$ cat config.mk
export PLATFORM = sky130hd
export DESIGN_NAME = crc_stream_accumulator
export DESIGN_NICKNAME = d
export VERILOG_FILES = /design/src/rtl/crc_pkg.sv /design/src/rtl/crc_byte_step.sv /design/src/rtl/crc_stream_accumulator.sv
export SDC_FILE = /design/constraint.sdc
export NUM_CORES = 1
export LEC_CHECK = 0
export ABC_AREA = 0
export CAP_MARGIN = 10
export CORE_MARGIN = 10
export CORE_UTILIZATION = 50
export CTS_BUF_LIST = sky130_fd_sc_hd__clkbuf_8
export CTS_CLUSTER_DIAMETER = 50
export DETAILED_ROUTE_END_ITERATION = 10
export GPL_ROUTABILITY_DRIVEN = 0
export PLACE_DENSITY = 0.81
export SYNTH_ARGS = -nofsm -noshare
export SYNTH_HDL_FRONTEND = slang
export SYNTH_SLANG_ARGS = --single-unit
$ cat constraint.sdc
create_clock -name clk -period 6.74 [get_ports clk]
set_input_delay 1.685 -clock clk [delete_from_list [all_inputs] [get_ports clk]]
set_output_delay 1.685 -clock clk [all_outputs]
set_load 0.01 [all_outputs]
$ cat src/rtl/crc_pkg.sv
// Shared CRC definitions: polynomials, MSB-first byte steppers and the
// framing FSM state type used by crc_stream_accumulator.
package crc_pkg;

  localparam logic [7:0]  CRC8_POLY  = 8'h07;
  localparam logic [15:0] CRC16_POLY = 16'h1021;

  typedef enum logic [1:0] {
    IDLE  = 2'd0,
    ACCUM = 2'd1,
    HOLD  = 2'd2
  } state_e;

  // One byte into a CRC-8 remainder, MSB first, no reflection.
  function automatic logic [7:0] crc8_step(input logic [7:0] rem, input logic [7:0] data);
    logic [7:0] r;
    r = rem ^ data;
    for (int i = 0; i < 8; i++) begin
      r = r[7] ? ((r << 1) ^ CRC8_POLY) : (r << 1);
    end
    return r;
  endfunction

  // One byte into a CRC-16 remainder; the byte enters at the top bits.
  function automatic logic [15:0] crc16_step(input logic [15:0] rem, input logic [7:0] data);
    logic [15:0] r;
    r = rem ^ {data, 8'h00};
    for (int i = 0; i < 8; i++) begin
      r = r[15] ? ((r << 1) ^ CRC16_POLY) : (r << 1);
    end
    return r;
  endfunction

endpackage

$ cat src/rtl/crc_byte_step.sv
// Combinational next-remainder logic for both CRCs, one byte per call.
module crc_byte_step
  import crc_pkg::*;
(
  input  logic [7:0]  crc8_cur,
  input  logic [15:0] crc16_cur,
  input  logic [7:0]  data,
  output logic [7:0]  crc8_nxt,
  output logic [15:0] crc16_nxt
);

  always_comb begin
    crc8_nxt  = crc8_step(crc8_cur, data);
    crc16_nxt = crc16_step(crc16_cur, data);
  end

endmodule

$ cat src/rtl/crc_stream_accumulator.sv
// Framing stage: accumulates CRC-8/CRC-16 and length over a byte stream and
// holds a registered result until the downstream consumer accepts it.
module crc_stream_accumulator
  import crc_pkg::*;
#(
  parameter logic [7:0]  CRC8_INIT  = 8'h00,
  parameter logic [15:0] CRC16_INIT = 16'h0000,
  parameter int          LEN_W      = 16
) (
  input  logic             clk,
  input  logic             reset,
  input  logic             s_valid,
  output logic             s_ready,
  input  logic [7:0]       s_data,
  input  logic             s_last,
  input  logic             flush,
  output logic             m_valid,
  input  logic             m_ready,
  output logic [7:0]       m_crc8,
  output logic [15:0]      m_crc16,
  output logic [LEN_W-1:0] m_len,
  output logic             m_len_ovf,
  output state_e           dbg_state
);

  // Handshakes: a transfer happens on a rising edge where valid && ready are
  // both high; valid holds its payload stable until it transfers, and ready
  // never depends combinationally on valid (s_ready is simply !m_valid, registered).

  localparam logic [LEN_W-1:0] LEN_MAX = '1;

  state_e           state_q;
  logic [7:0]       crc8_q;
  logic [15:0]      crc16_q;
  logic [LEN_W-1:0] cnt_q;
  logic             ovf_q;

  logic [7:0]       crc8_nxt;
  logic [15:0]      crc16_nxt;
  logic [LEN_W-1:0] cnt_nxt;
  logic             ovf_nxt;
  logic             beat;

  crc_byte_step u_step (
    .crc8_cur  (crc8_q),
    .crc16_cur (crc16_q),
    .data      (s_data),
    .crc8_nxt  (crc8_nxt),
    .crc16_nxt (crc16_nxt)
  );

  assign beat      = s_valid && s_ready;
  assign dbg_state = state_q;

  always_comb begin
    cnt_nxt = (cnt_q == LEN_MAX) ? cnt_q : cnt_q + LEN_W'(1);
    ovf_nxt = ovf_q | (cnt_q == LEN_MAX);
  end

  always_ff @(posedge clk or posedge reset) begin
    if (reset) begin
      state_q   <= IDLE;
      crc8_q    <= CRC8_INIT;
      crc16_q   <= CRC16_INIT;
      cnt_q     <= '0;
      ovf_q     <= 1'b0;
      s_ready   <= 1'b0;
      m_valid   <= 1'b0;
      m_crc8    <= CRC8_INIT;
      m_crc16   <= CRC16_INIT;
      m_len     <= '0;
      m_len_ovf <= 1'b0;
    end else begin
      case (state_q)
        IDLE, ACCUM: begin
          s_ready <= 1'b1;
          if (flush) begin
            // A beat offered alongside flush is swallowed, even with s_last.
            state_q <= IDLE;
            crc8_q  <= CRC8_INIT;
            crc16_q <= CRC16_INIT;
            cnt_q   <= '0;
            ovf_q   <= 1'b0;
          end else if (beat) begin
            if (s_last) begin
              m_crc8    <= crc8_nxt;
              m_crc16   <= crc16_nxt;
              m_len     <= cnt_nxt;
              m_len_ovf <= ovf_nxt;
              m_valid   <= 1'b1;
              s_ready   <= 1'b0;
              state_q   <= HOLD;
              crc8_q    <= CRC8_INIT;
              crc16_q   <= CRC16_INIT;
              cnt_q     <= '0;
              ovf_q     <= 1'b0;
            end else begin
              crc8_q  <= crc8_nxt;
              crc16_q <= crc16_nxt;
              cnt_q   <= cnt_nxt;
              ovf_q   <= ovf_nxt;
              state_q <= ACCUM;
            end
          end
        end
        HOLD: begin
          if (m_ready) begin
            m_valid <= 1'b0;
            s_ready <= 1'b1;
            state_q <= IDLE;
          end
        end
        default: begin
          state_q <= IDLE;
        end
      endcase
    end
  end

endmodule

Yosys cells after proc, flatten, opt, wreduce, memory -nomap -nowiden
Cells that the tools add are included.
{ "totals": {"ff_bits": 86, "inputBits": 14, "out_inout_bits": 45, "wordCells": 94} }
{ "classes": {"n_addsub": 1, "n_eq_ne": 8, "muxes": 44, "bitwise": 20, "reduce_logical": 10} }
{ "op_table": {"columns": ["op", "n"], "rows": [
  ["two-way mux 16 bit", 7],
  ["two-way mux 13 bit", 8],
  ["inverter 3 bit", 16],
  ["two-way mux 3 bit", 8],
  ["two-way mux 8 bit", 3],
  ["adder 16 x 1 -> 16 bit (second input constant)", 1],
  ["equality test 16 bit (second input constant)", 1],
  ["bitwise XOR 16 bit", 1],
  ["two-way mux 1 bit", 11],
  ["two-way mux 2 bit", 4],
  ["!= test 2 bit (second input constant)", 4],
  ["bitwise XOR 8 bit", 1],
  ["AND reduction 2 bit", 3],
  ["AND reduction 5 bit", 1],
  ["case mux 1 bit (2 select lines)", 2],
  ["case mux 2 bit (2 select lines)", 1],
  ["AND reduction 4 bit", 1],
  ["nonzero test 2 bit", 2],
  ["!= test 3 bit (second input constant)", 1],
  ["equality test 2 x 1 -> 1 bit (second input constant)", 1],
  ["equality test 2 bit (second input constant)", 1],
  ["logical NOT 2 bit", 1],
  ["OR reduction 2 bit", 1],
  ["logical AND 1 bit", 1],
  ["2 further kinds", 2]
]} }

Logic depth before layout (Yosys ltp)
Gate-level depths: netlist of run 1.
{ "logic_depth": {"ltp_word": 20, "depth_mapped": 7, "ltp_nobuf": 6} }

Modules after synthesis
A second synthesis of run 1 with hierarchy kept.
{ "unflattened": {"cells_unflattened": 424, "hier_area_um2": 4202.8} }
{ "modules_own_cells": {"columns": ["mod", "n_inst", "cells_per_inst", "area_each_um2", "seq_area_each_um2"], "rows": [
  ["crc_stream_accumulator", 1, 377, 3796.1, 2152.1],
  ["crc_byte_step", 1, 47, 406.6, 0.0]
]} }

Worst setup path after synthesis of run 1
OpenSTA, ideal clock, no wires.
{ "synth_timing": {"path_kind": "in2reg", "start": "input port s_data[6]", "end": "register crc8_q[2]", "setup_ns": 0.076, "arrival_ns": 2.958, "required_time_ns": 6.664, "path_slack_ns": 3.705, "stages": 5, "n_path_buf": 0, "path_cell_list": "xnor2_2 -> xnor3_2 -> xnor2_1 -> or3_1 -> o21ai_1"} }
{ "synth_between": {"elab_chain_cells": 6} }
{ "synth_lines": {"columns": ["element", "line", "rtl"], "rows": [
  ["start, declared", "crc_stream_accumulator.sv:14", "input logic [7:0] s_data,"],
  ["bitwise XOR 8 bit", "crc_pkg.sv:17", "r = rem ^ data;"],
  ["two-way mux 3 bit (2 in a row)", "crc_pkg.sv:19", "r = r[7] ? ((r << 1) ^ CRC8_POLY) : (r << 1);"],
  ["two-way mux 8 bit", "crc_stream_accumulator.sv:85", "if (s_last) begin"],
  ["two-way mux 8 bit", "crc_stream_accumulator.sv:84", "end else if (beat) begin"],
  ["two-way mux 8 bit", "crc_stream_accumulator.sv:77", "if (flush) begin"],
  ["end signal, assigned", "crc_stream_accumulator.sv:98", "crc8_q <= crc8_nxt;"],
  ["end, declared", "crc_stream_accumulator.sv:33", "logic [7:0] crc8_q;"]
]} }
Every way passes these cells. The select of a mux whose other input is x is not followed.
A chain may end at the register's enable or synchronous reset.

Final worst setup path of run 1
{ "layout_timing": {"start": "input port s_valid", "end": "register m_len[2]"} }
{ "layout_between": {"elab_chain_cells": 2} }
{ "layout_lines": {"columns": ["element", "line", "rtl"], "rows": [
  ["start, declared", "crc_stream_accumulator.sv:12", "input logic s_valid,"],
  ["logical AND 1 bit", "crc_stream_accumulator.sv:52", "assign beat = s_valid && s_ready;"],
  ["AND reduction 4 bit (no source line)", null, null],
  ["end signal, assigned", "crc_stream_accumulator.sv:88", "m_len <= cnt_nxt;"],
  ["end, declared", "crc_stream_accumulator.sv:21", "output logic [LEN_W-1:0] m_len,"]
]} }
Every way passes these cells.

==> out/results.ini, run 1 <==
[power]
power_density_nw_per_um2 = 283
ir_drop_uv = 188
cellLeakagePower_uw = 0.00217

[drt]
drt-wirelength-per-cell_microns = 16.3
routed_wl_mm = 9.65
post-route-drc-count = 0
route.vias.total = 3294
vias_per_cell = 5.56
drt-pass1-iter-count = 5
detail-route-antenna-nets = 0
detailedRoute.firstIterationViolations = 225

[timing]
report.final.setup_viol = 0
hold-worst-slack_ps = 478
drv_slew = 0
layout_worst_path_cycle_share_pct = 52.5
maxClockFrequency_mhz = 283
finalSetupTns_ps = 0
grt_setup_unrepaired = false
worst-slew-pin-transition_ps = 1060
timing.slew.headroom_pct = 29.2
hold_violations = 0
final_clock_skew_ps = 8.42
layout_min_cycle_time_ps = 3540

[yosys]
yosys.cell_types.count = 38
syn-instance-count = 436
synth.cell_area_sq_um = 4180
ys_seq_area_share_pct = 51.5
synthesis.yosys.warnings = 0
synth_area_per_inst_sq_um = 9.59
number_of_nets_in_the_synthesized_netlist = 451
ys_ff_latch = 86

[global_routing]
grt_util_met3_pct = 3.27
grt_util_met2_pct = 24.8
globalRoute.busiestLayer = met2
wire_length_of_the_first_global_routing_pass_mm = 16.8
grt_util_met1_pct = 20.9
grt_pass1_vias = 3373
antenna_found_initial = 0
grt_remaining_overflow = 0
grt_start_max_net_pins = 87
gr-usage-all-layers_pct = 15.8

[clocking]
cts_tree = done
cts_buffer_depth = 2
numClockSinks = 86
total_cts_buffers = 9
cts_hold_repair.buffers = 0
clock_latency_ps = 350
post_cts_buffers = 0
cts.htree.levels = 3
clock_tree.root_cell = sky130_fd_sc_hd__clkbuf_8
clk_transition_reported_paths_ps = 80
post_cts_resize_count = 0

[critical_path]
rr_endpoint = m_len[2]
worstSetupStartpointType = input pin
timing.critical_path.mode_cell = sky130_fd_sc_hd__o21ai_0
rr_worst_depth = 5
worst_ep_arrival_time_ps = 3800
beginning_of_the_critical_path = s_valid
worstSetupEndpointType = flip-flop
setup.reg_to_reg.worst_slack_ps = 4600
reg2reg_from = s_ready
timing.critical_path.slowest_cell_delay_ps = 880
critical_path_class = input pin to flip-flop
crit_fanout = 30
crit_path_top_delay_cell = sky130_fd_sc_hd__and2_1
endpoint = m_len[2]
required_worst_endpoint_ps = 7010
path_cells = clkdlybuf4s50_1, nand2_1, nor3_1, and2_1, o21ai_0, o21ai_0

[cells_and_area]
regArea_sq_um = 2150
drive_gt1_share_pct = 5.34
final_net_count = 500
syn2layout_area_growth_pct = 18.8
area_of_the_multi_input_gates_sq_um = 1900
fill_cells = 673
antennaDiodeCount = 0
final_cell_utilization_of_the_core_pct = 60.8

[placed_design]
numPortBuffers = 58
dp_hpwl_mm = 6.81

[outcome]
run_status = finished, final reports clean

[job]
drv.max_cap_violation_count = 0

[floorplan]
die_area_sq_um = 12400
die_x_extent_microns = 111
initial_utilization_pct = 51.2
rows = 33
fp.dieH_microns = 111
num_io_pins = 59
core_area_sq_um = 8180

[hold_path]
min-delay-start = m_crc16[2]
worst_hold_path_type = flip-flop to flip-flop

## report_power, final
part	internal, uW	leakage (uW)	switching, uW	total, uW
combinational	230	0.000950	229	459
sequential	602	0.00114	55.8	658
clock	124	0.0000818	167	291
total	956	0.00217	452	1410
## per-stage QoR
step           cell area, sq um  power, uW  worst slack (ps)  cells
3_5_place_dp               4830       1130              2890    579
5_1_grt                    4970       1490              3030    592
3_3_place_gp               4830       1110              3010    579
6_report                   4970       1410              3200    592
2_1_floorplan              4180        915              2830    436
4_1_cts                    4970       1420              3240    592
## cells by family (layout without fill, tap and decap cells)
group                    after synthesis  count (layout)  synth area share [%]
AO/OA/AOI/OAI                        101             101                  14.9
AND/OR/NAND/NOR                      156             156                  16.8
flip-flops                            86              86                  51.5
buffers and inverters                 32              83                  3.17
adder cells (fa/ha/maj)                1               1                 0.299
multiplexers                           1               1                 0.239
XOR/XNOR                              59              59                  13.2
## synthesized netlist by cell type, drive strengths merged
| cell | number | area, sq um |
|---|---|---|
| nand2b | 5 | 31.3 |
| o311ai | 1 | 8.76 |
| ha | 1 | 12.5 |
| xor2 | 22 | 193 |
| xnor3 | 2 | 46.3 |
| a22o | 18 | 158 |
| mux2i | 1 | 10.0 |
| xnor2 | 35 | 314 |
| a31oi | 11 | 68.8 |
| and2 | 2 | 12.5 |
| o21ai | 42 | 214 |
| nor2b | 1 | 6.26 |
| nand2 | 100 | 378 |
| a21oi | 19 | 95.1 |
| and4 | 4 | 35.0 |
| or4 | 3 | 22.5 |
| clkbuf | 15 | 56.3 |
| nand4 | 5 | 43.8 |
| a32o | 1 | 10.0 |
| o31ai | 7 | 52.6 |
| buf | 8 | 42.5 |
| inv | 9 | 33.8 |
| o211ai | 2 | 15.0 |
| nor4 | 2 | 12.5 |
| nand3 | 8 | 40.0 |
| nor3 | 3 | 20.0 |
| dfrtp | 86 | 2150 |
| nor2 | 18 | 67.6 |
| or2 | 2 | 12.5 |
| or3 | 3 | 18.8 |
## state kept, by name, summed over array words and instances (netlist names)
name	cells
cnt_q	16
crc16_q	16
crc8_q	8
dbg_state	2
m_crc16	16
m_crc8	8
m_len	16
m_len_ovf	1
m_valid	1
ovf_q	1
s_ready	1
## layout make-up
type / instances / share of cell area (%)
Multi-Input combinational cell: 318 / 38.3
Tap cell: 105 / 2.64
Timing Repair Buffer: 61 / 12.1
Clock inverter: 4 / 0.378
Inverter: 9 / 0.705
Clock buffer: 9 / 2.49
Sequential cell: 86 / 43.3
## worst max-delay path: cells and delay by family
kind / cells / cell delay [ps]
AND/OR/NAND/NOR: 3 / 1240
buffers and inverters: 1 / 480
AO/OA/AOI/OAI: 2 / 380
## cell usage in the layout, fill, tap and decap left out, types with 2 or more instances in the layout
cell type and instances:
sky130_fd_sc_hd__nor2_1 18, sky130_fd_sc_hd__a22o_1 18, sky130_fd_sc_hd__o211ai_1 2, sky130_fd_sc_hd__or4_1 3
sky130_fd_sc_hd__o21ai_0 34, sky130_fd_sc_hd__nand2b_1 5, sky130_fd_sc_hd__or3_1 3, sky130_fd_sc_hd__a31oi_1 11
sky130_fd_sc_hd__clkdlybuf4s50_1 58, sky130_fd_sc_hd__nand4_2 2, sky130_fd_sc_hd__xnor2_1 34, sky130_fd_sc_hd__nor3_1 2
sky130_fd_sc_hd__xor2_1 22, sky130_fd_sc_hd__inv_1 9, sky130_fd_sc_hd__buf_4 3, sky130_fd_sc_hd__or2_2 2
sky130_fd_sc_hd__a21oi_1 19, sky130_fd_sc_hd__clkinv_2 4, sky130_fd_sc_hd__nand3_1 8, sky130_fd_sc_hd__clkbuf_8 9
sky130_fd_sc_hd__and2_1 2, sky130_fd_sc_hd__nand4_1 3, sky130_fd_sc_hd__and4_1 4, sky130_fd_sc_hd__o21ai_1 7
sky130_fd_sc_hd__dfrtp_1 86, sky130_fd_sc_hd__nand2_1 99, sky130_fd_sc_hd__o31ai_1 7
## worst min-delay path by stage
stage,endpoint,cells past startpoint,slack [ps]
finish,m_crc16[2],2,480
global route,m_crc16[4],2,500
CTS,m_crc16[2],2,480
detailed placement,m_crc16[2],2,460
global placement,m_crc16[1],2,460
floorplan,ovf_q,1,460
## routing by layer
layer / vias up / routed length [microns]
met5: - / 0
met4: 0 / 179
met3: 18 / 651
met2: 122 / 4390
met1: 1569 / 4420
li1: 1585 / -
Power figures use the tool's default switching activity.
==> run 2: changes to the inputs <==
PLACE_DENSITY = 0.84   (was 0.81)
clock period = 3.25 ns   (was 6.74 ns; I/O delays follow)
==> run 2 against run 1 <==
Clock skew increased by 9.3 ps. Die area unchanged. Setup slack got worse by 2400 ps. First-iteration DRC count increased by 13%. Combinational power increased by 110%. Via count increased by 1.9%. Cell area increased by 2.6%. Non-clock buffer count increased by 4. Core utilization increased by 1.6 points. Routed wire length increased by 1.1%. Register-to-register slack got worse by 3300 ps.
==> out/results.ini, run 2 (synthesis results as in run 1) <==
[timing]
drv_slew = 0  ; unchanged
hold_violations = 0  ; unchanged
grt_setup_unrepaired = false  ; unchanged
final_clock_skew_ps = 17.7  ; was 8.42 ps
timing.slew.headroom_pct = 60.5  ; was 29.2%
worst-slew-pin-transition_ps = 589  ; was 1060 ps
layout_min_cycle_time_ps = 2440
report.final.setup_viol = 0  ; unchanged
setup_slack_ps = 806  ; was 3200 ps
maxClockFrequency_mhz = 409
finalSetupTns_ps = 0  ; unchanged
layout_worst_path_cycle_share_pct = 75.2

[clocking]
cts.htree.levels = 3  ; unchanged
post_cts_buffers = 0  ; unchanged
total_cts_buffers = 9  ; unchanged
clk_transition_reported_paths_ps = 100  ; was 80 ps
cts_tree = done  ; unchanged
clock_tree.root_cell = sky130_fd_sc_hd__clkbuf_8  ; unchanged
cts_hold_repair.buffers = 0  ; unchanged
post_cts_resize_count = 0  ; unchanged
clock_latency_ps = 360  ; was 350 ps
numClockSinks = 86  ; unchanged
cts_buffer_depth = 2  ; unchanged

[cells_and_area]
syn2layout_area_growth_pct = 21.9  ; was 18.8%
final_cell_utilization_of_the_core_pct = 62.4  ; was 60.8%
drive_gt1_share_pct = 6.88  ; was 5.34%
leading_cell_type_in_the_layout_fill_and_taps_excluded = sky130_fd_sc_hd__nand2_1  ; unchanged
most-common-layout-cells = sky130_fd_sc_hd__nand2_1, sky130_fd_sc_hd__dfrtp_1, sky130_fd_sc_hd__clkdlybuf4s50_1  ; unchanged
fill_cells = 651  ; was 673
final_net_count = 504  ; was 500
stdcell_count = 599  ; was 592
antennaDiodeCount = 0  ; unchanged

[drt]
post-route-drc-count = 0  ; unchanged
vias_per_cell = 5.61  ; was 5.56
detailedRoute.firstIterationViolations = 254  ; was 225
detail-route-antenna-nets = 0  ; unchanged
met2WireLength_mm = 4.33  ; was 4.39 mm
route.met3.wl_microns = 723  ; was 651 microns
drt-pass1-iter-count = 5  ; unchanged
routed_wl_mm = 9.75  ; was 9.65 mm
drt-wirelength-per-cell_microns = 16.3  ; about the same
wirelength_met1_mm = 4.47  ; was 4.42 mm
route.vias.total = 3358  ; was 3294
top_signal_layer_used = met4  ; unchanged

[critical_path]
reg2reg_from = cnt_q[0]  ; was s_ready
worst_ep_arrival_time_ps = 2730  ; was 3800 ps
critical_path_class = input pin to flip-flop  ; unchanged
setup.reg_to_reg.worst_slack_ps = 1250  ; was 4600 ps
rr_worst_depth = 5  ; unchanged
worstSetupEndpointType = flip-flop  ; unchanged
crit_fanout = 5  ; was 30
rr_endpoint = cnt_q[1]  ; was m_len[2]
required_worst_endpoint_ps = 3540  ; was 7010 ps
worstSetupStartpointType = input pin  ; unchanged

[power]
finalPower_uw = 3190  ; was 1410 uW
power_density_nw_per_um2 = 626  ; was 283 nW/um^2
cellLeakagePower_uw = 0.00222  ; was 0.00217 uW
ir_drop_uv = 363  ; was 188 uV

[placed_design]
inst_count_dp = 583  ; was 579
dp_slack_ps = 443  ; was 2890 ps
dp_hpwl_mm = 6.80  ; was 6.81 mm
numPortBuffers = 58  ; unchanged

[global_routing]
gr-usage-all-layers_pct = 15.9  ; was 15.8%
grt_start_max_net_pins = 58  ; was 87
antenna_found_initial = 0  ; unchanged
grt_pass1_vias = 3265  ; was 3373
wire_length_of_the_first_global_routing_pass_mm = 16.6  ; was 16.8 mm
grt_remaining_overflow = 0  ; unchanged

[floorplan]
core_area_sq_um = 8180  ; unchanged
initial_utilization_pct = 51.2  ; unchanged
rows = 33  ; unchanged
fp.dieH_microns = 111  ; unchanged
die_x_extent_microns = 111  ; unchanged
num_io_pins = 59  ; unchanged
die_area_sq_um = 12400  ; unchanged

[hold_path]
min-delay-start = m_crc16[1]  ; was m_crc16[2]
whs_endpoint = m_crc16[1]  ; was m_crc16[2]
hold_depth = 2  ; unchanged
worst_hold_path_type = flip-flop to flip-flop  ; unchanged

[outcome]
run_status = finished, final reports clean  ; unchanged

[job]
drv.max_cap_violation_count = 0  ; unchanged

-- run 2: cell types whose count changed in the layout (fill, tap and decap cells not counted), moves of 2 or more --
| cell | change |
|---|---|
| sky130_fd_sc_hd__buf_4 | +3 |
| sky130_fd_sc_hd__clkinv_2 | -3 |
| sky130_fd_sc_hd__bufinv_16 | +2 |
| sky130_fd_sc_hd__clkinvlp_4 | +2 |
-- run 2: worst max-delay path: stages --
cell,delay (ps)
sky130_fd_sc_hd__clkdlybuf4s50_1,470
sky130_fd_sc_hd__xnor2_2,340
sky130_fd_sc_hd__xnor3_2,540
sky130_fd_sc_hd__xnor2_1,150
sky130_fd_sc_hd__or3_1,310
sky130_fd_sc_hd__o21ai_1,100
-- run 2: worst max path at each step --
stage          startpoint        end  slack, ps  depth (start not counted)
2_1_floorplan       reset   cnt_q[0]        220                          1
3_3_place_gp    s_data[6]  crc8_q[2]        530                          6
3_5_place_dp    s_data[6]  crc8_q[2]        440                          6
4_1_cts         s_data[6]  crc8_q[2]        820                          6
5_1_grt         s_data[6]  crc8_q[2]        720                          6
6_report        s_data[6]  crc8_q[2]        810                          6
-- run 2: final cells by class --
cell class	count	area (sq um)	share of cell area (%)
Sequential cell	86	2150	42.2
Multi-Input combinational cell	318	1900	37.3
Timing Repair Buffer	65	646	12.7
Clock buffer	10	138	2.70
Tap cell	105	131	2.58
Clock inverter	6	92.6	1.82
Inverter	9	35.0	0.687
-- run 2: per-stage QoR --
stage          hold slack (ps)  area [sq um]
2_1_floorplan              461          4180
5_1_grt                    513          5100
3_3_place_gp               452          4870
4_1_cts                    484          5100
6_report                   480          5100
3_5_place_dp               461          4870
-- run 2: report_power, final --
part / total (uW) / internal (uW) / switching [uW]
Clock: 863 / 458 / 405
Combinational: 962 / 484 / 478
Sequential: 1370 / 1250 / 119
-- run 2: per-layer routing --
metal | up-vias | global-route usage, %
met5 | - | 0
met4 | 0 | 7.71
met3 | 25 | 4.13
met2 | 134 | 23.3
met1 | 1606 | 21.2
li1 | 1593 | -
==> run 3: changes to the inputs <==
PLACE_DENSITY = 0.81   (was 0.84)
clock period = 2.36 ns   (was 3.25 ns; I/O delays follow)
==> run 3 against run 2 <==
Cell area grew 3.7%. Combinational power increased by 51%. Via count increased by 1.2%. Largest cell class unchanged. Largest power group unchanged. Sequential cell count is the same. First-iteration DRC count is 7.9% lower. Core utilization rose by 2.3 points. Non-clock buffer count rose by 22. Die area is the same. Critical path type is now flip-flop to flip-flop. Clock skew fell by 8.6 ps. Final cell count is 3.7% higher. Sequential share of layout area is 1.5 points lower.
==> out/results.ini, run 3 (synthesis results as in run 1) <==
[outcome]
run_status = finished, final reports clean  ; unchanged

[drt]
vias_per_cell = 5.47  ; was 5.61
drt-wirelength-per-cell_microns = 16.4  ; was 16.3 microns
detail-route-antenna-nets = 0  ; unchanged
post-route-drc-count = 0  ; unchanged
routed_wl_mm = 10.2  ; was 9.75 mm
detailedRoute.firstIterationViolations = 234  ; was 254
drt-pass1-iter-count = 5  ; unchanged
route.vias.total = 3397  ; was 3358

[power]
power_density_nw_per_um2 = 825  ; was 626 nW/um^2
cellLeakagePower_uw = 0.00233  ; was 0.00222 uW
ir_drop_uv = 413  ; was 363 uV

[hold_path]
whs_endpoint = m_len[14]  ; was m_crc16[1]
hold_depth = 2  ; unchanged
min-delay-start = m_len[14]  ; was m_crc16[1]
worst_hold_path_type = flip-flop to flip-flop  ; unchanged

[cells_and_area]
syn2layout_area_growth_pct = 26.4  ; was 21.9%
antennaDiodeCount = 0  ; unchanged
most-common-layout-cells = sky130_fd_sc_hd__nand2_1, sky130_fd_sc_hd__dfrtp_1, sky130_fd_sc_hd__clkdlybuf4s50_1  ; unchanged
final_net_count = 526  ; was 504
design_area_sq_um = 5290  ; was 5100 sq um
leading_cell_type_in_the_layout_fill_and_taps_excluded = sky130_fd_sc_hd__nand2_1  ; unchanged
drive_gt1_share_pct = 10.7  ; was 6.88%
final_cell_utilization_of_the_core_pct = 64.7  ; was 62.4%

[clocking]
post_cts_buffers = 0  ; unchanged
clock_latency_ps = 350  ; was 360 ps
cts_tree = done  ; unchanged
cts_buffer_depth = 2  ; unchanged
clock_tree.root_cell = sky130_fd_sc_hd__clkbuf_8  ; unchanged
total_cts_buffers = 9  ; unchanged
cts_hold_repair.buffers = 0  ; unchanged
clk_transition_reported_paths_ps = 80  ; was 100 ps
cts.htree.levels = 3  ; unchanged
post_cts_resize_count = 0  ; unchanged
numClockSinks = 86  ; unchanged

[placed_design]
placement.cell_area_sq_um = 5090  ; was 4870 sq um
numPortBuffers = 58  ; unchanged
dp_slack_ps = 26.6  ; was 443 ps
dp_hpwl_mm = 7.38  ; was 6.80 mm

[floorplan]
fp.dieH_microns = 111  ; unchanged
die_area_sq_um = 12400  ; unchanged
core_area_sq_um = 8180  ; unchanged
initial_utilization_pct = 51.2  ; unchanged
num_io_pins = 59  ; unchanged
die_x_extent_microns = 111  ; unchanged
rows = 33  ; unchanged

[critical_path]
reg2reg_from = cnt_q[0]  ; unchanged
crit_fanout = 8  ; was 5
worstSetupStartpointType = flip-flop  ; was input pin
rr_endpoint = cnt_q[1]  ; unchanged
worstSetupEndpointType = flip-flop  ; unchanged
setup.reg_to_reg.worst_slack_ps = 270  ; was 1250 ps
rr_worst_depth = 5  ; unchanged
required_worst_endpoint_ps = 2590  ; was 3540 ps
worst_ep_arrival_time_ps = 2320  ; was 2730 ps
critical_path_class = flip-flop to flip-flop  ; was input pin to flip-flop

[global_routing]
grt_start_max_net_pins = 54  ; was 58
grt_remaining_overflow = 0  ; unchanged
antenna_found_initial = 0  ; unchanged
gr-usage-all-layers_pct = 16.8  ; was 15.9%
wire_length_of_the_first_global_routing_pass_mm = 17.5  ; was 16.6 mm
grt_pass1_vias = 3379  ; was 3265

[timing]
timing.slew.headroom_pct = 62.7  ; was 60.5%
finalSetupTns_ps = 0  ; unchanged
worst-slew-pin-transition_ps = 555  ; was 589 ps
maxClockFrequency_mhz = 479
layout_worst_path_cycle_share_pct = 88.5
drv_slew = 0  ; unchanged
setup_slack_ps = 272  ; was 806 ps
grt_setup_unrepaired = false  ; unchanged
report.final.setup_viol = 0  ; unchanged
layout_min_cycle_time_ps = 2090
hold_violations = 0  ; unchanged
final_clock_skew_ps = 9.10  ; was 17.7 ps

[job]
drv.max_cap_violation_count = 0  ; unchanged

## run 3: cell types whose count changed in the layout (fill, tap and decap cells not counted)
cell	before	now
sky130_fd_sc_hd__inv_6	1	0
sky130_fd_sc_hd__bufinv_16	2	1
sky130_fd_sc_hd__buf_4	6	24
sky130_fd_sc_hd__buf_12	1	5
sky130_fd_sc_hd__inv_1	8	9
sky130_fd_sc_hd__clkinvlp_4	2	3
## run 3: final cells by class
type,instances,area [sq um]
Timing Repair Buffer,87,861
Tap cell,105,131
Sequential cell,86,2150
Fill cell,655,2890
Inverter,9,37.5
Multi-Input combinational cell,318,1900
Clock inverter,6,62.6
Clock buffer,10,138
## run 3: through the flow
step / instances / hold slack (ps) / power [uW]
2_1_floorplan: 436 / 461 / 2610
3_3_place_gp: 605 / 454 / 3310
3_5_place_dp: 605 / 464 / 3360
4_1_cts: 621 / 487 / 4400
5_1_grt: 621 / 506 / 4630
6_report: 621 / 481 / 4360
## run 3: critical path, cell delays in order, from the launching register on
cell                      delay [ps]
sky130_fd_sc_hd__dfrtp_1         470
sky130_fd_sc_hd__ha_1            280
sky130_fd_sc_hd__and2_1          280
sky130_fd_sc_hd__nand4_2         280
sky130_fd_sc_hd__or2_2           390
sky130_fd_sc_hd__a32o_1          280
## run 3: per-layer routing
layer | vias to the layer above | global-route usage [%] | part of all wire [%]
met5 | - | 0 | 0
li1 | 1645 | - | -
met3 | 19 | 4.72 | 6.5
met1 | 1626 | 22.5 | 46
met2 | 107 | 24.9 | 46
met4 | 0 | 7.20 | 2.1
## run 3: power by group
group          total, uW  internal, uW  switching, uW
combinational       1450           762            683
sequential          1880          1720            160
clock               1040           514            522
## run 3: worst max path at each step
stage              endpoint  slack [ps]         start
5_1_grt            cnt_q[1]         180      cnt_q[0]
3_5_place_dp      crc8_q[2]          30     s_data[0]
4_1_cts        dbg_state[1]         310  dbg_state[1]
3_3_place_gp      crc8_q[2]          60     s_data[6]
2_1_floorplan     crc8_q[2]         420     s_data[6]
6_report           cnt_q[1]         270      cnt_q[0]
